[src/rtl/alu_pkg.sv]
// Shared opcode constants, FSM state type and single-cycle ALU function.
// The BUSY state only exists when ALU_EXEC_MUL_EN is defined.
package alu_pkg;

  localparam logic [2:0] ALU_ADD = 3'b010;
  localparam logic [2:0] ALU_SUB = 3'b110;
  localparam logic [2:0] ALU_AND = 3'b000;
  localparam logic [2:0] ALU_OR  = 3'b001;
  localparam logic [2:0] ALU_SLT = 3'b111;
  localparam logic [2:0] ALU_MUL = 3'b011;

`ifdef ALU_EXEC_MUL_EN
  typedef enum logic [1:0] {
    IDLE = 2'd0,
    BUSY = 2'd1,
    DONE = 2'd2
  } alu_state_e;
`else
  typedef enum logic [1:0] {
    IDLE = 2'd0,
    DONE = 2'd2
  } alu_state_e;
`endif

  typedef struct packed {
    logic [31:0] result;
    logic        illegal;
  } alu_res_t;

  // Multiply is never handled here; it falls into the illegal branch and
  // the top routes it to the iterative multiplier when that is built.
  function automatic alu_res_t alu_single(input logic [2:0]  op,
                                          input logic [31:0] a,
                                          input logic [31:0] b);
    alu_res_t r;
    r.result  = '0;
    r.illegal = 1'b0;
    case (op)
      ALU_ADD: r.result = a + b;
      ALU_SUB: r.result = a - b;
      ALU_AND: r.result = a & b;
      ALU_OR:  r.result = a | b;
      ALU_SLT: r.result = {31'd0, ($signed(a) < $signed(b))};
      default: begin
        r.result  = '0;
        r.illegal = 1'b1;
      end
    endcase
    return r;
  endfunction

endpackage

[src/rtl/alu_mul_iter.sv]
// Unsigned 32x32 shift-add multiplier returning the low 32 bits.
// One partial-product step per cycle; o_done flags the 32nd step.
module alu_mul_iter
  import alu_pkg::*;
(
  input  logic        clk,
  input  logic        rst_n,
  input  logic        i_start,
  input  logic [31:0] i_a,
  input  logic [31:0] i_b,
  output logic        o_done,
  output logic [31:0] o_product
);

  logic [4:0]  r_cnt;
  logic [31:0] r_acc;
  logic [31:0] r_mcand;
  logic [31:0] r_mplier;
  logic        r_busy;
  logic [31:0] w_acc_next;

  assign w_acc_next = r_mplier[0] ? (r_acc + r_mcand) : r_acc;

  // The final step's sum is handed out combinationally so the top can
  // register it on the same edge that ends the 32-cycle busy window.
  assign o_done    = r_busy && (r_cnt == 5'd31);
  assign o_product = w_acc_next;

  always_ff @(posedge clk) begin
    if (!rst_n) begin
      r_cnt    <= '0;
      r_acc    <= '0;
      r_mcand  <= '0;
      r_mplier <= '0;
      r_busy   <= 1'b0;
    end else if (i_start) begin
      r_cnt    <= '0;
      r_acc    <= '0;
      r_mcand  <= i_a;
      r_mplier <= i_b;
      r_busy   <= 1'b1;
    end else if (r_busy) begin
      r_acc    <= w_acc_next;
      r_mcand  <= {r_mcand[30:0], 1'b0};
      r_mplier <= {1'b0, r_mplier[31:1]};
      r_cnt    <= r_cnt + 5'd1;
      if (r_cnt == 5'd31) r_busy <= 1'b0;
    end
  end

endmodule

[src/rtl/alu_exec_unit.sv]
// ALU execution unit with valid/ready handshake and registered result.
// Define ALU_EXEC_MUL_EN to add the 32-cycle iterative multiply (code 011).
module alu_exec_unit
  import alu_pkg::*;
(
  input  logic        clk,
  input  logic        rst_n,
  input  logic        in_valid,
  output logic        in_ready,
  input  logic [2:0]  alu_control,
  input  logic [31:0] src_a,
  input  logic [31:0] src_b,
  output logic        out_valid,
  input  logic        out_ready,
  output logic [31:0] result,
  output logic        zero,
  output logic        illegal
);

  alu_state_e  r_state;
  logic [31:0] r_result;
  logic        r_zero;
  logic        r_illegal;
  logic        w_in_ready;
  logic        w_accept;
  alu_res_t    w_single;

  assign w_in_ready = (r_state == IDLE) || ((r_state == DONE) && out_ready);
  assign w_accept   = in_valid && w_in_ready;
  assign w_single   = alu_single(alu_control, src_a, src_b);

  assign in_ready  = w_in_ready;
  assign out_valid = (r_state == DONE);
  assign result    = r_result;
  assign zero      = r_zero;
  assign illegal   = r_illegal;

`ifdef ALU_EXEC_MUL_EN
  logic        w_mul_start;
  logic        w_mul_done;
  logic [31:0] w_mul_product;

  assign w_mul_start = w_accept && (alu_control == ALU_MUL);

  alu_mul_iter u_mul (
    .clk       (clk),
    .rst_n     (rst_n),
    .i_start   (w_mul_start),
    .i_a       (src_a),
    .i_b       (src_b),
    .o_done    (w_mul_done),
    .o_product (w_mul_product)
  );
`endif

  always_ff @(posedge clk) begin
    if (!rst_n) begin
      r_state   <= IDLE;
      r_result  <= '0;
      r_zero    <= 1'b0;
      r_illegal <= 1'b0;
    end else begin
      case (r_state)
        IDLE, DONE: begin
          if (w_accept) begin
`ifdef ALU_EXEC_MUL_EN
            if (alu_control == ALU_MUL) begin
              r_state <= BUSY;
            end else
`endif
            begin
              r_result  <= w_single.result;
              r_zero    <= (w_single.result == '0);
              r_illegal <= w_single.illegal;
              r_state   <= DONE;
            end
          end else if ((r_state == DONE) && out_ready) begin
            r_state <= IDLE;
          end
        end
`ifdef ALU_EXEC_MUL_EN
        BUSY: begin
          if (w_mul_done) begin
            r_result  <= w_mul_product;
            r_zero    <= (w_mul_product == '0);
            r_illegal <= 1'b0;
            r_state   <= DONE;
          end
        end
`endif
        default: r_state <= IDLE;
      endcase
    end
  end

endmodule

[config.mk]
export PLATFORM = sky130hd
export DESIGN_NAME = alu_exec_unit
export DESIGN_NICKNAME = d
export VERILOG_FILES = /design/src/rtl/alu_pkg.sv /design/src/rtl/alu_mul_iter.sv /design/src/rtl/alu_exec_unit.sv
export SDC_FILE = /design/constraint.sdc
export NUM_CORES = 1
export LEC_CHECK = 0
export CELL_PAD_IN_SITES_DETAIL_PLACEMENT = 1
export CELL_PAD_IN_SITES_GLOBAL_PLACEMENT = 1
export CORE_MARGIN = 1
export CORE_UTILIZATION = 40
export DETAILED_ROUTE_END_ITERATION = 10
export PLACE_DENSITY_LB_ADDON = 0.1
export SLEW_MARGIN = 20
export SYNTH_ARGS = -nofsm -noshare
export SYNTH_HDL_FRONTEND = slang
export SYNTH_SLANG_ARGS = --single-unit
[constraint.sdc]
create_clock -name clk -period 4.1 [get_ports clk]
set_input_delay 0.82 -clock clk [delete_from_list [all_inputs] [get_ports clk]]
set_output_delay 0.82 -clock clk [all_outputs]
set_load 0.02 [all_outputs]
* Word level (Yosys, flattened, before mapping) *
Index checks and enable logic that the tools add are counted.

storage, ports and cells
  flip-flop bits (word level) = 35
  bits of input ports = 71
  output and inout port bits = 36
  word-level logic and storage cells = 28

cells by class
  add/subtract/negate cells = 2
  magnitude comparators = 1
  equality and inequality tests = 4
  mux-type cells = 4
  bitwise operators = 2
  reduce and logical (&&, ||, !) cells = 11

operators by type and width
  cell                                                                    count
  32-bit one-hot mux with 5 select lines                                  1
  32-bit adder                                                            1
  32-bit AND                                                              1
  32-bit zero test                                                        1
  32-bit < comparator                                                     1
  32-bit OR                                                               1
  32-bit subtractor                                                       1
  3-bit equality test (second input constant)                             2
  5-bit OR reduction                                                      1
  2-bit two-way mux                                                       2
  2-bit AND reduction                                                     2
  3-bit by 1-bit equality test with 1-bit output (second input constant)  1
  3-bit by 2-bit equality test with 1-bit output (second input constant)  1
  3-bit zero test                                                         1
  1-bit logical AND                                                       2
  2-bit zero test                                                         1
  2-bit nonzero test                                                      1
  2-bit OR reduction                                                      1
  1-bit logical OR                                                        1
  1-bit two-way mux                                                       1

* Depth between registers and ports, before layout *
  word-level depth = 4
  gate-level depth with buffers = 15
  mapped depth without buffers = 15

* Worst setup path before layout *
OpenSTA, ideal clock, no wires.

  kind = input port to flip-flop
  start = input port src_a[0]
  end = register r_zero, in the netlist zero
  library setup time = 0.096 ns
  arrival time = 3.593 ns
  required time = 4.004 ns
  setup slack = 0.411 ns
  stages on the path = 15
  path buffers = 0
  cells stage by stage = inv_1 -> ha_1 -> inv_1 -> fa_1 -> nor2b_4 -> o311ai_2 -> a311oi_2 -> nor4_2 -> o31ai_4 -> mux2i_1 -> a211oi_2 -> o221ai_2 -> nor4b_2 -> nand4_1 -> o41ai_2

between the ends
  longest elaborated chain between the ends = 3
  elaborated cells between the ends (all ways) = 7
  those cells by class = add/sub (2); order compare (1); mux (1); bitwise (2); reduce/logical (1)

RTL lines
  what                                       RTL line             text
  from (decl)                                alu_exec_unit.sv:11  input logic [31:0] src_a,
  32-bit subtractor (tied with other cells)  alu_pkg.sv:40        ALU_SUB: r.result = a - b;
  32-bit one-hot mux with 5 select lines *   alu_pkg.sv:38        case (op)
  32-bit zero test *                         alu_exec_unit.sv:73  r_zero <= (w_single.result == '0);
  to (signal assigned)                       alu_exec_unit.sv:73
  to (decl)                                  alu_exec_unit.sv:22  logic r_zero;

Mark *: on every way between the ends. The rest lies on a longest branch, timed or not.
A chain may end at the register's enable or synchronous reset.

* Final worst setup path *
  start = input port src_b[13]
  end = register r_zero, in the netlist zero

between the ends
  longest elaborated chain between the ends = 3
  elaborated cells between the ends (all ways) = 7
  those cells by class = add/sub (2); order compare (1); mux (1); bitwise (2); reduce/logical (1)

RTL lines
  what                                       RTL line             text
  from (decl)                                alu_exec_unit.sv:12  input logic [31:0] src_b,
  32-bit subtractor (tied with other cells)  alu_pkg.sv:40
  32-bit one-hot mux with 5 select lines *   alu_pkg.sv:38
  32-bit zero test *                         alu_exec_unit.sv:73

Marks and branches as above.

==> metrics.csv <==
stage;metric;value;unit
global_route;gr-usage-met1;46.3;%
power;power.share.switching;47.1;%
power;logic_pwr_share;68.9;%
clocking;cts.reportedPaths.clkPinSlew;0.06;ns
floorplanning;die_w;134;µm
global_route;gr-max-usage-layer;met2;
clocking;cts_htree_levels;2;
route;first_iter_violations;1425;
logic_synthesis;synth_fp_nets;1187;
place;gpl.final_weighted_congestion;0.997;
hold_path;worstHoldPathType;register to register;
route;num_vias;11000;
finish;commonest_non_fill_non_tap_cell_in_the_layout;sky130_fd_sc_hd__buf_4;
timing;max_freq;215;MHz
logic_synthesis;yosys.cell_types.count;91;
logic_synthesis;synth.cell_area;0.00699;mm²
timing;max-slew-margin-rel;40.4;%
finish;layout_common_cells;sky130_fd_sc_hd__buf_4 (291), sky130_fd_sc_hd__nor2_1 (100), sky130_fd_sc_hd__inv_1 (94), sky130_fd_sc_hd__ha_1 (87), sky130_fd_sc_hd__clkdlybuf4s50_1 (79);
place;port_buffer_cells;106;
finish;area.growth.synth_to_final;62.7;%
logic_synthesis;synthArstFlopShare;0;%
global_route;grt_pass1_wl;57.0;mm
logic_synthesis;yosysWarningCount;0;
route;vias_per_cell;6.97;
finish;postLayoutCoreUtil;67.6;%
logic_synthesis;synthFlopType;sky130_fd_sc_hd__dfxtp_1;
run;max-cap-violations;0;
clocking;tritoncts_clock_tree;yes;
route;detail-route-antenna-nets;0;
worst_setup_path;worstSetupPathType;input pin to register;
finish;finish.cell_count_without_fillers;1583;
global_route;grt_usage;40.9;%
timing;worst_slew_pin_slew;0.891;ns
global_route;gr-usage-met2;74.3;%
timing;fin_tns_setup;-1.48;ns
finish;nets;1542;
logic_synthesis;synth.ff_latch_count;35;
worst_setup_path;worst_setup_path_end_kind;register;
timing;worst_clock_skew;0.00832;ns
worst_setup_path;rr_endpoint;zero$_SDFFE_PN0P_;
place;dp_worst_setup_slack;-0.552;ns
timing;setup_slack;-0.559;ns
status;failed_checks;setup timing;
global_route;total_overflow_reported_by_the_global_router;0;
worst_setup_path;worst-endpoint-arrival;4.83;ns
global_route;grt_antenna_before_repair;2;
power;power_per_cell_area;233;mW/mm²
global_route;globalRouteMet3Util;6.24;%
clocking;cts_buffers;5;
floorplanning;io_pins;107;
floorplanning;placement_rows;47;
timing;finalHoldWorstSlack;0.492;ns
global_route;via_count_of_the_first_global_routing_pass;10300;
finish;final_design_area_no_fill;0.0114;mm²
power;power_dissipated_by_switching_net_loads;1.25;mW
timing;finalHoldViolations;0;
place;numPlacedInstances;1542;
clocking;numClockSinks;35;
logic_synthesis;synth.area.top_cells;sky130_fd_sc_hd__ha_1 (20%), sky130_fd_sc_hd__dfxtp_1 (10%), sky130_fd_sc_hd__inv_1 (6.0%), sky130_fd_sc_hd__nor2_1 (5.6%), sky130_fd_sc_hd__a21oi_1 (5.6%);
timing;final_period_minus_worst_setup_slack;4.66;ns
logic_synthesis;synth-seq-area-share;10.0;%
timing;finalSetupViolCount;5;
logic_synthesis;yosys.area.top_type;sky130_fd_sc_hd__ha_1;
worst_setup_path;timing.reg2reg.setup_slack;1.16;ns
worst_setup_path;timing.rr.start;r_state[1]$_SDFFE_PN0P_;
logic_synthesis;netlist_instances;1005;
logic_synthesis;post_synth.cell_area_avg;6.95;µm²
hold_path;worstHoldPathCells;2;
route;drt-pass1-iter-count;9;
clocking;maximum_buffer_depth_of_the_clock_tree;2;
worst_setup_path;start_kind;input pin;
power;clock_power_share;16.5;%
power;seq_power_share;14.7;%
place;dpl.hpwl;28.5;mm
floorplanning;fp.dieH;134;µm
finish;drive_gt1_share;33.9;%
hold_path;timing.hold.worst.start;result[1]$_SDFFE_PN0P_;
clocking;post_cts_hold_buffer_count;0;
route;wl;47.4;mm
logic_synthesis;number_of_enable_type_register_cells_in_the_synthesized_netlist;0;
route;wl_per_cell;29.9;µm
timing;slew_violations;0;
global_route;grt_start_max_net_pins;37;
worst_setup_path;cp.required;4.27;ns
status;run_status;finished, violations left;
power;internal_power;1.40;mW
finish;fillCellCount;2005;
hold_path;hold_path_end;result[1]$_SDFFE_PN0P_;
power;total_leakage_power;5.26;nW
clocking;clock-root-buffer;sky130_fd_sc_hd__clkbuf_16;
power;vdd_ir_drop_max;0.000159;V
clocking;clock_insertion_delay_worst_skew;0.30;ns
logic_synthesis;post-synth-top-area-fraction;19.5;%
floorplanning;core_area;0.0168;mm²
worst_setup_path;worstRegToRegCells;12;
timing;final.period_utilization;114;%
route;post-route-drc-count;0;
worst_setup_path;worstPathMaxFanout;8;
power;design_power_total;2.64;mW
floorplanning;die_area;0.0180;mm²
place;placement.cell_area;0.0101;mm²
floorplanning;initial_core_utilization;41.5;%
critical path, cell delays in order:
cell and delay (ns):
sky130_fd_sc_hd__clkdlybuf4s50_1 0.50, sky130_fd_sc_hd__inv_1 0.09, sky130_fd_sc_hd__ha_4 0.28, sky130_fd_sc_hd__buf_4 0.18, sky130_fd_sc_hd__nand4_1 0.33, sky130_fd_sc_hd__nor2_2 0.27, sky130_fd_sc_hd__a31oi_2 0.26, sky130_fd_sc_hd__o221ai_2 0.36
sky130_fd_sc_hd__nor4_2 0.09, sky130_fd_sc_hd__buf_4 0.15, sky130_fd_sc_hd__o31ai_2 0.26, sky130_fd_sc_hd__mux2i_1 0.19, sky130_fd_sc_hd__xnor2_1 0.25, sky130_fd_sc_hd__nand2_1 0.17, sky130_fd_sc_hd__nand4_1 0.18, sky130_fd_sc_hd__o41ai_2 0.42
final cells by class:
cell class	instances	area, µm²	area share (%)
Timing Repair Buffer	407	3410	30.0
Multi-Input combinational cell	798	6390	56.2
Sequential cell	35	701	6.16
Clock buffer	7	153	1.34
Inverter	113	424	3.73
Clock inverter	1	7.51	0.0661
Antenna cell	2	5.00	0.0440
Tap cell	220	275	2.42
power groups by stage:
| stage | sequential [mW] | clock, mW | combinational (mW) |
|---|---|---|---|
| 2_1_floorplan | 0.419 | 0 | 0.655 |
| 3_3_place_gp | 0.389 | 0 | 1.35 |
| 3_5_place_dp | 0.391 | 0 | 1.40 |
| 4_1_cts | 0.384 | 0.412 | 1.48 |
| 5_1_grt | 0.389 | 0.442 | 1.87 |
| 6_report | 0.388 | 0.436 | 1.82 |
how the worst max path moves through the flow:
| stage | from | end | cells after the start |
|---|---|---|---|
| final | src_b[13] | zero$_SDFFE_PN0P_ | 16 |
| after global placement | src_b[14] | zero$_SDFFE_PN0P_ | 16 |
| after global routing | src_b[18] | zero$_SDFFE_PN0P_ | 18 |
| after CTS | src_b[11] | zero$_SDFFE_PN0P_ | 16 |
| after detailed placement | src_b[1] | zero$_SDFFE_PN0P_ | 16 |
| after floorplan | src_a[0] | zero$_SDFFE_PN0P_ | 15 |
per-layer routing:
layer,share of wire [%],routed length (µm)
met5,0,0
met4,10,4960
met3,11,5180
met2,45,21200
met1,34,16000
Yosys cell counts (4+ instances only):
cell type	instances
sky130_fd_sc_hd__mux2i_1	16
sky130_fd_sc_hd__ha_1	109
sky130_fd_sc_hd__buf_4	6
sky130_fd_sc_hd__or3_1	7
sky130_fd_sc_hd__a2111oi_0	8
sky130_fd_sc_hd__nor4_1	10
sky130_fd_sc_hd__o21bai_1	4
sky130_fd_sc_hd__o211a_1	5
sky130_fd_sc_hd__dfxtp_1	35
sky130_fd_sc_hd__a211oi_1	35
sky130_fd_sc_hd__a21o_1	6
sky130_fd_sc_hd__buf_2	17
sky130_fd_sc_hd__o21a_1	7
sky130_fd_sc_hd__o21ai_0	62
sky130_fd_sc_hd__xnor2_1	16
sky130_fd_sc_hd__a31oi_1	13
sky130_fd_sc_hd__o21ai_1	4
sky130_fd_sc_hd__buf_1	6
sky130_fd_sc_hd__o31ai_1	9
sky130_fd_sc_hd__inv_1	112
sky130_fd_sc_hd__o22ai_1	5
sky130_fd_sc_hd__nand2b_1	12
sky130_fd_sc_hd__nand4_1	21
sky130_fd_sc_hd__a21oi_1	78
sky130_fd_sc_hd__nand2_1	74
sky130_fd_sc_hd__a211o_1	7
sky130_fd_sc_hd__o221ai_1	10
sky130_fd_sc_hd__clkbuf_1	27
sky130_fd_sc_hd__nand3_1	17
sky130_fd_sc_hd__and2_1	5
sky130_fd_sc_hd__nor2b_1	12
sky130_fd_sc_hd__and3_1	5
sky130_fd_sc_hd__nor3_1	36
sky130_fd_sc_hd__nor2_1	105
sky130_fd_sc_hd__nor3b_1	4
sky130_fd_sc_hd__o211ai_1	13
state kept, by name, indices dropped and copies added (netlist names):
register	flops
illegal	1
result	32
r_state	1
zero	1
timing repair:
action	4_1_cts	5_1_grt
endpoints found under the setup margin	5	7
resized for setup	66	141
gates cloned	0	0
buffers inserted	8	23
pin swaps	26	61
cells by family (layout without fill, tap and decap cells):
logic type	Yosys count	count (layout)	share of synthesized area [%]
and+or+nand+nor	334	334	23.7
AOI/OAI and AO/OA	317	317	31.1
buffers and inverters	172	528	10.2
adders and majority gates	111	111	20.1
DFF	35	35	10.0
xor gates and xnor gates	19	19	2.38
muxes	17	17	2.45
other	0	2	0
(Power assumes the default switching activity.)
